===== src/rtl/dac_spi_master.sv =====
// -----------------------------------------------------------------------------
// dac_spi_master
//
// Bit-serial SPI master (mode 0) for the AD9783 configuration port. A complete
// frame (R/W, length, address, data) is accepted in one cycle. The block then
// shifts it out MSB first on SDO while capturing SDI into a parallel word. That
// word is published on data_out together with ready_out at the end of the
// deselect gap.
//
// Every non-idle state lasts D = max(SPI_CLK_DIV, 1) clk_in cycles.
//
// Ports:
//   clk_in       system clock (100 MHz)
//   rst_in       asynchronous, active-high reset
//   trigger_in   start request, sampled only while idle
//   data_in      frame to transmit, MSB first, latched on the accept edge
//   data_out     word captured from SDI, updated when a frame completes
//   ready_out    high while idle and able to accept a frame
//   spi_scs_out  chip select, active-low
//   spi_sck_out  serial clock, idles low
//   spi_sdo_out  serial data to the DAC
//   spi_sdi_in   serial data from the DAC
// -----------------------------------------------------------------------------
module dac_spi_master #(
   parameter int unsigned TRANSFER_SIZE = 16,
   parameter logic [7:0]  SPI_CLK_DIV   = 8'h05
) (
   input  logic                     clk_in,
   input  logic                     rst_in,
   input  logic                     trigger_in,
   input  logic [TRANSFER_SIZE-1:0] data_in,
   output logic [TRANSFER_SIZE-1:0] data_out,
   output logic                     ready_out,
   output logic                     spi_scs_out,
   output logic                     spi_sck_out,
   output logic                     spi_sdo_out,
   input  logic                     spi_sdi_in
);

   localparam int unsigned N = TRANSFER_SIZE;
   // A divider setting of 0 behaves like 1, so the terminal count is 0 for both.
   localparam logic [7:0]  DIV_LAST = (SPI_CLK_DIV == 8'd0) ? 8'd0 : SPI_CLK_DIV - 8'd1;
   localparam logic [5:0]  N_BITS   = 6'(N);

   typedef enum logic [2:0] {
      S_IDLE,
      S_LEAD,
      S_HIGH,
      S_LOW,
      S_GAP
   } state_t;

   state_t         state_q, state_d;
   logic [7:0]     div_q,   div_d;
   logic [5:0]     bit_q,   bit_d;
   logic [N-1:0]   tx_q,    tx_d;
   logic [N-1:0]   rx_q,    rx_d;
   logic [N-1:0]   dout_q,  dout_d;
   logic           scs_q,   scs_d;
   logic           sck_q,   sck_d;
   logic           sdo_q,   sdo_d;
   logic           ready_q, ready_d;
   logic           tick;

   // The current state has lasted D cycles.
   assign tick = (div_q == DIV_LAST);

   always_comb begin
      // NOTE: every signal gets a default before any branch; a path that left
      // one unassigned would make the synthesis tool infer a latch.
      state_d = state_q;
      div_d   = div_q;
      bit_d   = bit_q;
      tx_d    = tx_q;
      rx_d    = rx_q;
      dout_d  = dout_q;
      scs_d   = scs_q;
      sck_d   = sck_q;
      sdo_d   = sdo_q;
      ready_d = ready_q;

      if (state_q != S_IDLE) begin
         div_d = tick ? 8'd0 : div_q + 8'd1;
      end

      case (state_q)
         S_IDLE: begin
            if (trigger_in) begin
               state_d = S_LEAD;
               div_d   = 8'd0;
               bit_d   = 6'd0;
               tx_d    = data_in;
               rx_d    = '0;
               scs_d   = 1'b0;
               sdo_d   = data_in[N-1];
               ready_d = 1'b0;
            end
         end

         S_LEAD: begin
            if (tick) begin
               state_d = S_HIGH;
               sck_d   = 1'b1;
               rx_d    = {rx_q[N-2:0], spi_sdi_in};
            end
         end

         S_HIGH: begin
            if (tick) begin
               state_d = S_LOW;
               sck_d   = 1'b0;
               bit_d   = bit_q + 6'd1;
               // After the last bit, SDO holds until the deselect edge.
               if (bit_d != N_BITS) begin
                  tx_d  = tx_q << 1;
                  sdo_d = tx_q[N-2];
               end
            end
         end

         S_LOW: begin
            if (tick) begin
               if (bit_q == N_BITS) begin
                  state_d = S_GAP;
                  scs_d   = 1'b1;
                  sdo_d   = 1'b0;
               end else begin
                  state_d = S_HIGH;
                  sck_d   = 1'b1;
                  rx_d    = {rx_q[N-2:0], spi_sdi_in};
               end
            end
         end

         S_GAP: begin
            if (tick) begin
               state_d = S_IDLE;
               ready_d = 1'b1;
               dout_d  = rx_q;
            end
         end

         default: state_d = S_IDLE;
      endcase
   end

   always_ff @(posedge clk_in or posedge rst_in) begin
      if (rst_in) begin
         // NOTE: the shift registers are ordinary flops, not a memory, so they
         // are reset with everything else; an aborted frame leaves no residue.
         state_q <= S_IDLE;
         div_q   <= 8'd0;
         bit_q   <= 6'd0;
         tx_q    <= '0;
         rx_q    <= '0;
         dout_q  <= '0;
         scs_q   <= 1'b1;
         sck_q   <= 1'b0;
         sdo_q   <= 1'b0;
         ready_q <= 1'b1;
      end else begin
         // NOTE: non-blocking assignments, so every register samples the
         // pre-edge values regardless of statement order.
         state_q <= state_d;
         div_q   <= div_d;
         bit_q   <= bit_d;
         tx_q    <= tx_d;
         rx_q    <= rx_d;
         dout_q  <= dout_d;
         scs_q   <= scs_d;
         sck_q   <= sck_d;
         sdo_q   <= sdo_d;
         ready_q <= ready_d;
      end
   end

   assign data_out    = dout_q;
   assign ready_out   = ready_q;
   assign spi_scs_out = scs_q;
   assign spi_sck_out = sck_q;
   assign spi_sdo_out = sdo_q;

endmodule


===== config.mk =====
export PLATFORM = sky130hd
export DESIGN_NAME = dac_spi_master
export DESIGN_NICKNAME = d
export VERILOG_FILES = /design/src/rtl/dac_spi_master.sv
export SDC_FILE = /design/constraint.sdc
export NUM_CORES = 1
export LEC_CHECK = 0
export BUFFER_PORTS_ARGS = -buffer_cell sky130_fd_sc_hd__buf_2
export CORE_UTILIZATION = 40
export DETAILED_ROUTE_END_ITERATION = 12
export PLACE_DENSITY = 0.68
export SYNTH_ARGS = -nofsm -noshare
export SYNTH_HDL_FRONTEND = slang
export SYNTH_SLANG_ARGS = --single-unit

===== constraint.sdc =====
create_clock -name clk_in -period 2.1 [get_ports clk_in]
set_input_delay 0.105 -clock clk_in [delete_from_list [all_inputs] [get_ports clk_in]]
set_output_delay 0.105 -clock clk_in [all_outputs]
set_load 0.02 [all_outputs]

==> After elaboration in Yosys (flattened, before gate mapping) <==
Index checks and enable logic that the tools add are counted.
{ "word_totals": {"reg_bits": 68, "in_bits": 20, "out_inout_bits": 20, "word_cells": 83} }
{ "op_classes": {"addsub": 2, "eq_ne": 15, "mux": 39, "reduce_logical": 17} }
{ "ops": {"columns": ["cell", "n"], "rows": [
  ["2-to-1 mux 16 bit", 4],
  ["one-hot mux 16 bit (3 select lines)", 1],
  ["2-to-1 mux 15 bit", 3],
  ["2-to-1 mux 8 bit", 4],
  ["one-hot mux 15 bit (2 select lines)", 1],
  ["2-to-1 mux 3 bit", 6],
  ["inequality test 2 bit, second input constant", 8],
  ["one-hot mux 3 bit (5 select lines)", 1],
  ["AND reduction 5 bit", 3],
  ["2-to-1 mux 1 bit", 12],
  ["2-to-1 mux 6 bit", 2],
  ["one-hot mux 6 bit (2 select lines)", 1],
  ["nonzero test 3 bit", 4],
  ["adder 8 x 1 -> 8 bit, second input constant", 1],
  ["== test 8 x 3 -> 1 bit, second input constant", 1],
  ["AND reduction 4 bit", 2],
  ["adder 6 x 1 -> 6 bit, second input constant", 1],
  ["== test 3 x 2 -> 1 bit, second input constant", 2],
  ["== test 6 x 5 -> 1 bit, second input constant", 1],
  ["inequality test 6 x 5 -> 1 bit, second input constant", 1],
  ["one-hot mux 1 bit (3 select lines)", 2],
  ["AND reduction 3 bit", 2],
  ["AND reduction 6 bit", 1],
  ["nonzero test 2 bit", 3],
  ["other kinds (5)", 6]
]} }

==> Longest topological paths before layout <==
Gate-level depths: netlist of run 1.
{ "logic_depth": {"ltp_word": 5, "depth_mapped": 9, "ltp_nobuf": 7} }

==> Worst setup path after synthesis of run 1 <==
OpenSTA, ideal clock, no wires.
{ "synth_timing": {"path_kind": "register -> register", "start": "reg div_q[0]", "end": "reg tx_q[1]", "setup_time_ps": 125, "arrival_time_ps": 2028, "required_ps": 1975, "slack_ps": -53, "stages_incl_launch_ff": 10, "n_path_buf": 2, "period_less_slack_ps": 2153, "cell_sequence": "dfrtp_1 inv_1 ha_1 nor4b_4 a31oi_1 or3_1 buf_6 a21oi_4 buf_12 mux2_4"} }
{ "synth_via": {"elab_chain_cells": 3} }
{ "synth_rtl": {"columns": ["item", "line", "rtl"], "rows": [
  ["start: declaration", "54", "logic [7:0] div_q, div_d;"],
  ["start signal: assignment", "165", "div_q <= div_d;"],
  ["== test 8 x 3 -> 1 bit", "66", "assign tick = (div_q == DIV_LAST);"],
  ["inequality test 2 bit (no line)", null, null],
  ["AND reduction 4 bit (no line)", null, null],
  ["end signal: assignment", "167", "tx_q <= tx_d;"],
  ["end: declaration", "56", "logic [N-1:0] tx_q, tx_d;"]
]} }
Every way passes these cells.
A chain may end at the register's enable or synchronous reset.

==> Worst setup path in the final report of run 1 <==
Ends and elaborated chain as after synthesis.

==> results of run 1 <==
==> cell usage in the layout (no fill, tap or decap), drive strengths merged, types with 4 or more instances in the layout <==
master / synthesis / routed
nand3: 7 / 7
nand2: 67 / 67
and3: 6 / 6
a21oi: 4 / 4
xnor2: 4 / 4
dfrtp: 66 / 66
buf: 11 / 62
mux2: 31 / 31
nor2: 10 / 10
ha: 5 / 5
a22o: 18 / 18
clkinv: 0 / 4
o21ai: 21 / 21
inv: 8 / 10
and2: 4 / 4
clkbuf: 6 / 10
==> layer usage <==
layer  global-route usage [%]  routed length (um)  share of wire, %  vias up
li1                         -                   -                 -     1148
met1                     21.1                2960                46     1150
met2                     26.2                3130                49       36
met3                     2.90                 149               2.3       11
met4                     9.51                 161               2.5        0
met5                        0                   0                 0        -
==> final cells by class <==
cell class                      instances  area share (%)
Tap cell                              102            3.21
Clock inverter                          7            1.89
Clock buffer                            9            3.12
Multi-Input combinational cell        204            36.5
Sequential cell                        68            42.9
Inverter                                8           0.756
Timing Repair Buffer                   66            11.6
==> critical path, delay by kind of cell, from the launching register on <==
| kind | cells | cell delay, ns |
|---|---|---|
| AND/OR/NAND/NOR | 2 | 0.60 |
| AO/OA/AOI/OAI | 2 | 0.37 |
| adder cells (fa/ha/maj) | 1 | 0.13 |
| buffers and inverters | 2 | 0.27 |
| flip-flops | 1 | 0.38 |
| multiplexers | 1 | 0.29 |
==> power by group through the flow <==
| stage | registers, W | clock network, W | logic, W |
|---|---|---|---|
| after floorplan | 0.00200 | 0 | 0.00141 |
| after global placement | 0.00206 | 0 | 0.00175 |
| after detailed placement | 0.00208 | 0 | 0.00182 |
| after CTS | 0.00206 | 0.00112 | 0.00185 |
| after global routing | 0.00212 | 0.00117 | 0.00218 |
| final | 0.00207 | 0.00108 | 0.00196 |
==> metrics by stage <==
step                      TNS [ns]  cell area (um2)  setup WS, ns
after floorplan             -0.414             3250       -0.0461
after global placement      -0.509             3640       -0.0426
after detailed placement     -2.15             3640        -0.115
after CTS                   -0.652             3890       -0.0608
after global routing         -2.27             3970        -0.173
final                       -0.304             3970       -0.0508
==> registers in the layout, summed over array words and instances (netlist names) <==
| register | cells |
|---|---|
| state_q | 3 |
| rx_q | 16 |
| div_q | 8 |
| data_out | 16 |
| bit_q | 6 |
| spi_scs_out | 1 |
| spi_sdo_out | 1 |
| ready_out | 1 |
| tx_q | 15 |
| spi_sck_out | 1 |
==> final timing paths <==
path,from,endpoint,cells past startpoint
hold / removal,data_in[6],tx_q[6],4
setup reg to reg,div_q[0],tx_q[1],8
max in group asynchronous,rst_in,spi_scs_out,4
setup / recovery,div_q[0],tx_q[1],8
min in group asynchronous,rst_in,data_out[2],4
hold reg to reg,ready_out,ready_out,2
==> cells by family after synthesis <==
| group | Yosys count | synth area share, % |
|---|---|---|
| AOI/OAI and AO/OA | 55 | 12.0 |
| DFF | 68 | 52.5 |
| buffers and inverters | 25 | 4.24 |
| xor gates and xnor gates | 5 | 1.35 |
| muxes | 32 | 12.1 |
| adders and majority gates | 5 | 1.93 |
| and+or+nand+nor | 107 | 15.9 |
==> what timing repair did <==
action                                  CTS  global route
cloned                                    0             2
buffers inserted                          1             2
hold buffers                              3             0
endpoints found under the setup margin   31            32
pin swaps                                 0             2
resized for setup                         4             7
hold endpoints to repair                 68             0
==> qor.csv, run 1 <==
metric;value;unit
Tcrit/Tclk final;102;%
Crit Path Max Fanout;5;
die area;8480;um2
H-tree lvl count;3;
CP Launch Type;flop;
Final Core Density;50.8;%
fin cells;464;
Starting Density;41.6;%
Seq pwr share;40.4;%
RSZ-0062 raised after global routing;true;
Area Growth Syn to Fin;22.3;%
Worst-path clk slew;0.08;ns
count leader, synth;nand2_1;
final hold vios;0;
Die X;92.1;um
Max Clk Rate;465;MHz
overall power;0.00511;W
Finish-stage setup viols;12;
vias in the first global route;2328;
Seq/Total Area, Yosys;52.5;%
Core ar.;7810;um2
CTS buffer count;9;
total track usage;16.5;%
Synth Cell Area;3250;um2
ANT cells;0;
status;finished with violations;
clock share of power;21.2;%
number of port buffers;39;
DRT antenna net count;0;
Max Cap Viol;0;
via/cell ratio;5.05;
Clock Latency Late Sink;0.35;ns
Yosys top cell by area;dfrtp_1;
Slew Limit Fails;0;
critical path type;flop to flop;
Final #Nets;382;
Internal Power;0.00327;W
post-DR wirelength/cell;13.8;um
YS warnings;0;
Gate Count Post-Synth;297;
dpl cells;440;
Lkg Pwr;2.00;nW
Worst EP required;2.33;ns
crit path setup slack, layout;-0.0508;ns
syn_area_per_cell;10.9;um2
row count;32;
Overflow after GRT;0;
IO Pins;40;
DRC;0;
crit-path max cell delay;0.38;ns
routability cong.;0.916;
Post-Route Skew;0.00835;ns
Net Sw Frac;36.0;%
syn nets;322;
drt pass-1 iters;4;
CP Capture Type;flop;
Post-synth top cells;67 x nand2_1, 66 x dfrtp_1, 22 x mux2_2;
Hold Path Class;primary input to flop;
area of the multi-input gates;1450;um2
height of the die;92.1;um
PD cells;1290;nW/um2
Clock Tree Buf Depth;2;
final hold slack;0.0750;ns
DRT Wirelength;6.40;mm
largest net degree at the start of global routing;69;
post-synth cell types;47;
post-synth top area share;50.9;%
Reg area;1700;um2
R2R Setup Slk;-0.05;ns
#FFs+latches synth;68;
CTS tree;built;
ys async rst share;100;%
layout cells sized above 1;36.2;%
failing checks;setup timing;
Fillers;715;
via count;2345;
CP max-delay cell;dfrtp_1;
HPWL after detailed placement;4.30;mm
post-layout min period;2.15;ns
combinational share of power;38.4;%
VDD IR max;0.534;mV
initial DRC count;164;
number of synthesized flops with an enable pin;0;
Worst-Margin Slew;0.501;ns
most used flip-flop cell after synthesis;dfrtp_1;
clock sink count;68;
Root Driver;clkbuf_8;
first-pass GRT wire length;10.8;mm
initial antenna violation count;0;
switching pwr;0.00184;W
crit path DAT;2.38;ns
crit-path cells;inv_1 > ha_1 > nor4b_4 > a31oi_1 > or3_4 > a21oi_4 > clkbuf_16 > mux2_4;
relative max-transition margin;66.5;%
Synth area leaders;dfrtp_1 51%, nand2_1 7.7%, mux2_2 7.6%, a22o_1 4.9%, mux2_4 4.2%;
(Power assumes the default switching activity.)
==> inputs of run 2 (changes only) <==
- CELL_PAD_IN_SITES_DETAIL_PLACEMENT: default -> 1
- CELL_PAD_IN_SITES_GLOBAL_PLACEMENT: default -> 1
- GPL_ROUTABILITY_DRIVEN: default -> 0
- PLACE_DENSITY: 0.68 -> 0.8
==> run 2 against run 1 <==
Effect of this change:
- the flow still finishes with violations (setup timing)
- via count is 4.1% higher
- utilization is 0.22 points higher
- sequential share of layout area is 0.19 points lower
- global-route usage is 3.6 points higher
- final area is 0.44% higher
- sequential power is 2% higher
- sequential cell count stayed put
- combinational power is 5% higher
- non-clock buffer count is 1 higher
- largest cell class unchanged
- largest power group unchanged
==> qor.csv, run 2 (synthesis results as in run 1) <==
metric;value;unit
clock sink count;68;
row count;32;
crit-path max cell delay;0.39;ns
combinational share of power;39.1;%
CP Launch Type;flop;
Post-Place Setup Slack;-0.0909;ns
RSZ-0062 raised after global routing;true;
initial DRC count;114;
first-pass GRT wire length;13.1;mm
Seq pwr share;40.1;%
DRC;0;
critical path type;flop to flop;
post-DR wirelength/cell;16.7;um
PD cells;1320;nW/um2
Net Sw Frac;37.3;%
Clock Tree Buf Depth;2;
Root Driver;clkbuf_8;
die area;8480;um2
Fillers;869;
layout cells sized above 1;37.5;%
Area Growth Syn to Fin;22.8;%
vias in the first global route;2587;
DRT antenna net count;0;
HPWL after detailed placement;5.14;mm
CP Capture Type;flop;
Tcrit/Tclk final;104;%
number of port buffers;39;
post-route design area;3990;um2
Max Cap Viol;0;
Worst-Margin Slew;0.561;ns
Reg area;1700;um2
overall power;0.00525;W
Slew Limit Fails;0;
via count;2441;
Hold Path Class;primary input to flop;
Buf/Inv on CP;2;
Worst-path clk slew;0.08;ns
IO Pins;40;
Final #Nets;383;
Internal Power;0.00330;W
total track usage;20.1;%
CTS tree;built;
crit-path cells;inv_2 > ha_4 > nor4b_4 > a31oi_1 > or3_4 > a21oi_4 > clkbuf_16 > mux2_4;
Final Core Density;51.1;%
Max Clk Rate;456;MHz
Clock Latency Late Sink;0.36;ns
relative max-transition margin;62.4;%
drt pass-1 iters;4;
Lkg Pwr;2.00;nW
clock share of power;20.8;%
Finish-stage setup viols;15;
Worst EP required;2.34;ns
crit path setup slack, layout;-0.0943;ns
largest net degree at the start of global routing;37;
area of the multi-input gates;1480;um2
largest delay contributor family on the critical path;simple AND/OR/NAND/NOR gates;
switching pwr;0.00196;W
commonest non-fill, non-tap cell in the layout;nand2_1;
final hold slack;0.0699;ns
via/cell ratio;5.25;
Post-Route Skew;0.0120;ns
Core ar.;7810;um2
Crit Path Max Fanout;7;
DRT Wirelength;7.76;mm
final hold vios;0;
VDD IR max;0.553;mV
failing checks;setup timing;
CTS buffer count;9;
post-layout min period;2.19;ns
initial antenna violation count;0;
status;finished with violations;
H-tree lvl count;3;
Overflow after GRT;0;
crit path DAT;2.43;ns
Die X;92.1;um
height of the die;92.1;um
Starting Density;41.6;%
Area after DPL;3650;um2
ANT cells;0;
CP max-delay cell;dfrtp_1;
commonest cells after routing, fill and taps aside;67 x nand2_1, 66 x dfrtp_1, 39 x buf_2;
run 2: cell types whose count changed in the layout (fill, tap and decap cells not counted), moves of 2 or more:
cell	before	now
buf_4	18	23
mux2_2	21	17
mux2_4	10	14
clkinvlp_4	0	3
buf_12	3	1
inv_1	7	5
inv_2	1	3
run 2: what timing repair did:
item	4_1_cts	5_1_grt
hold buffers	3	0
endpoints found under the setup margin	31	36
setup buffers	0	1
resized for setup	6	14
hold endpoints to repair	68	0
gates cloned	0	1
pin swaps	0	2
run 2: layout make-up:
type                    count  share of cell area [%]
flip-flops and latches     68                    42.7
multi-input cells         204                    37.2
repair buffers             67                    11.1
well taps                 102                    3.20
clock buffers               9                    3.11
clock inverters             7                    1.88
inverters                   8                   0.753
run 2: worst register-to-register path, stage by stage (launching register included):
cell and delay, ns:
dfrtp_1 0.39, inv_2 0.07, ha_4 0.12, nor4b_4 0.27, a31oi_1 0.15, or3_4 0.38
a21oi_4 0.20, clkbuf_16 0.20, mux2_4 0.30
run 2: final timing paths:
path | startpoint | endpoint | slack [ns] | cells after the start
max | div_q[0] | tx_q[7] | -0.09 | 8
min | data_in[9] | tx_q[9] | 0.07 | 4
max reg2reg | div_q[0] | tx_q[7] | -0.09 | 8
min reg2reg | ready_out | ready_out | 0.49 | 2
max in group asynchronous | rst_in | spi_scs_out | 1.37 | 4
min in group asynchronous | rst_in | data_out[2] | 0.39 | 4
run 2: power by group through the flow:
stage	combinational, W	sequential (W)	clock, W
finish	0.00205	0.00211	0.00109
global route	0.00229	0.00217	0.00117
CTS	0.00196	0.00209	0.00112
detailed placement	0.00190	0.00210	0
global placement	0.00179	0.00208	0
floorplan	0.00141	0.00200	0
run 2: routing by layer:
layer / vias up / wire (um) / track usage (%)
li1: 1152 / - / -
met1: 1228 / 3410 / 25.1
met2: 48 / 3920 / 33.0
met3: 13 / 276 / 5.80
met4: 0 / 145 / 7.29
met5: - / 0 / 0
run 2: stage by stage:
step	std cells	TNS, ns
2_1_floorplan	297	-0.414
4_1_cts	464	-0.586
3_5_place_dp	445	-1.79
5_1_grt	465	-2.98
6_report	465	-1.09
3_3_place_gp	445	-0.107
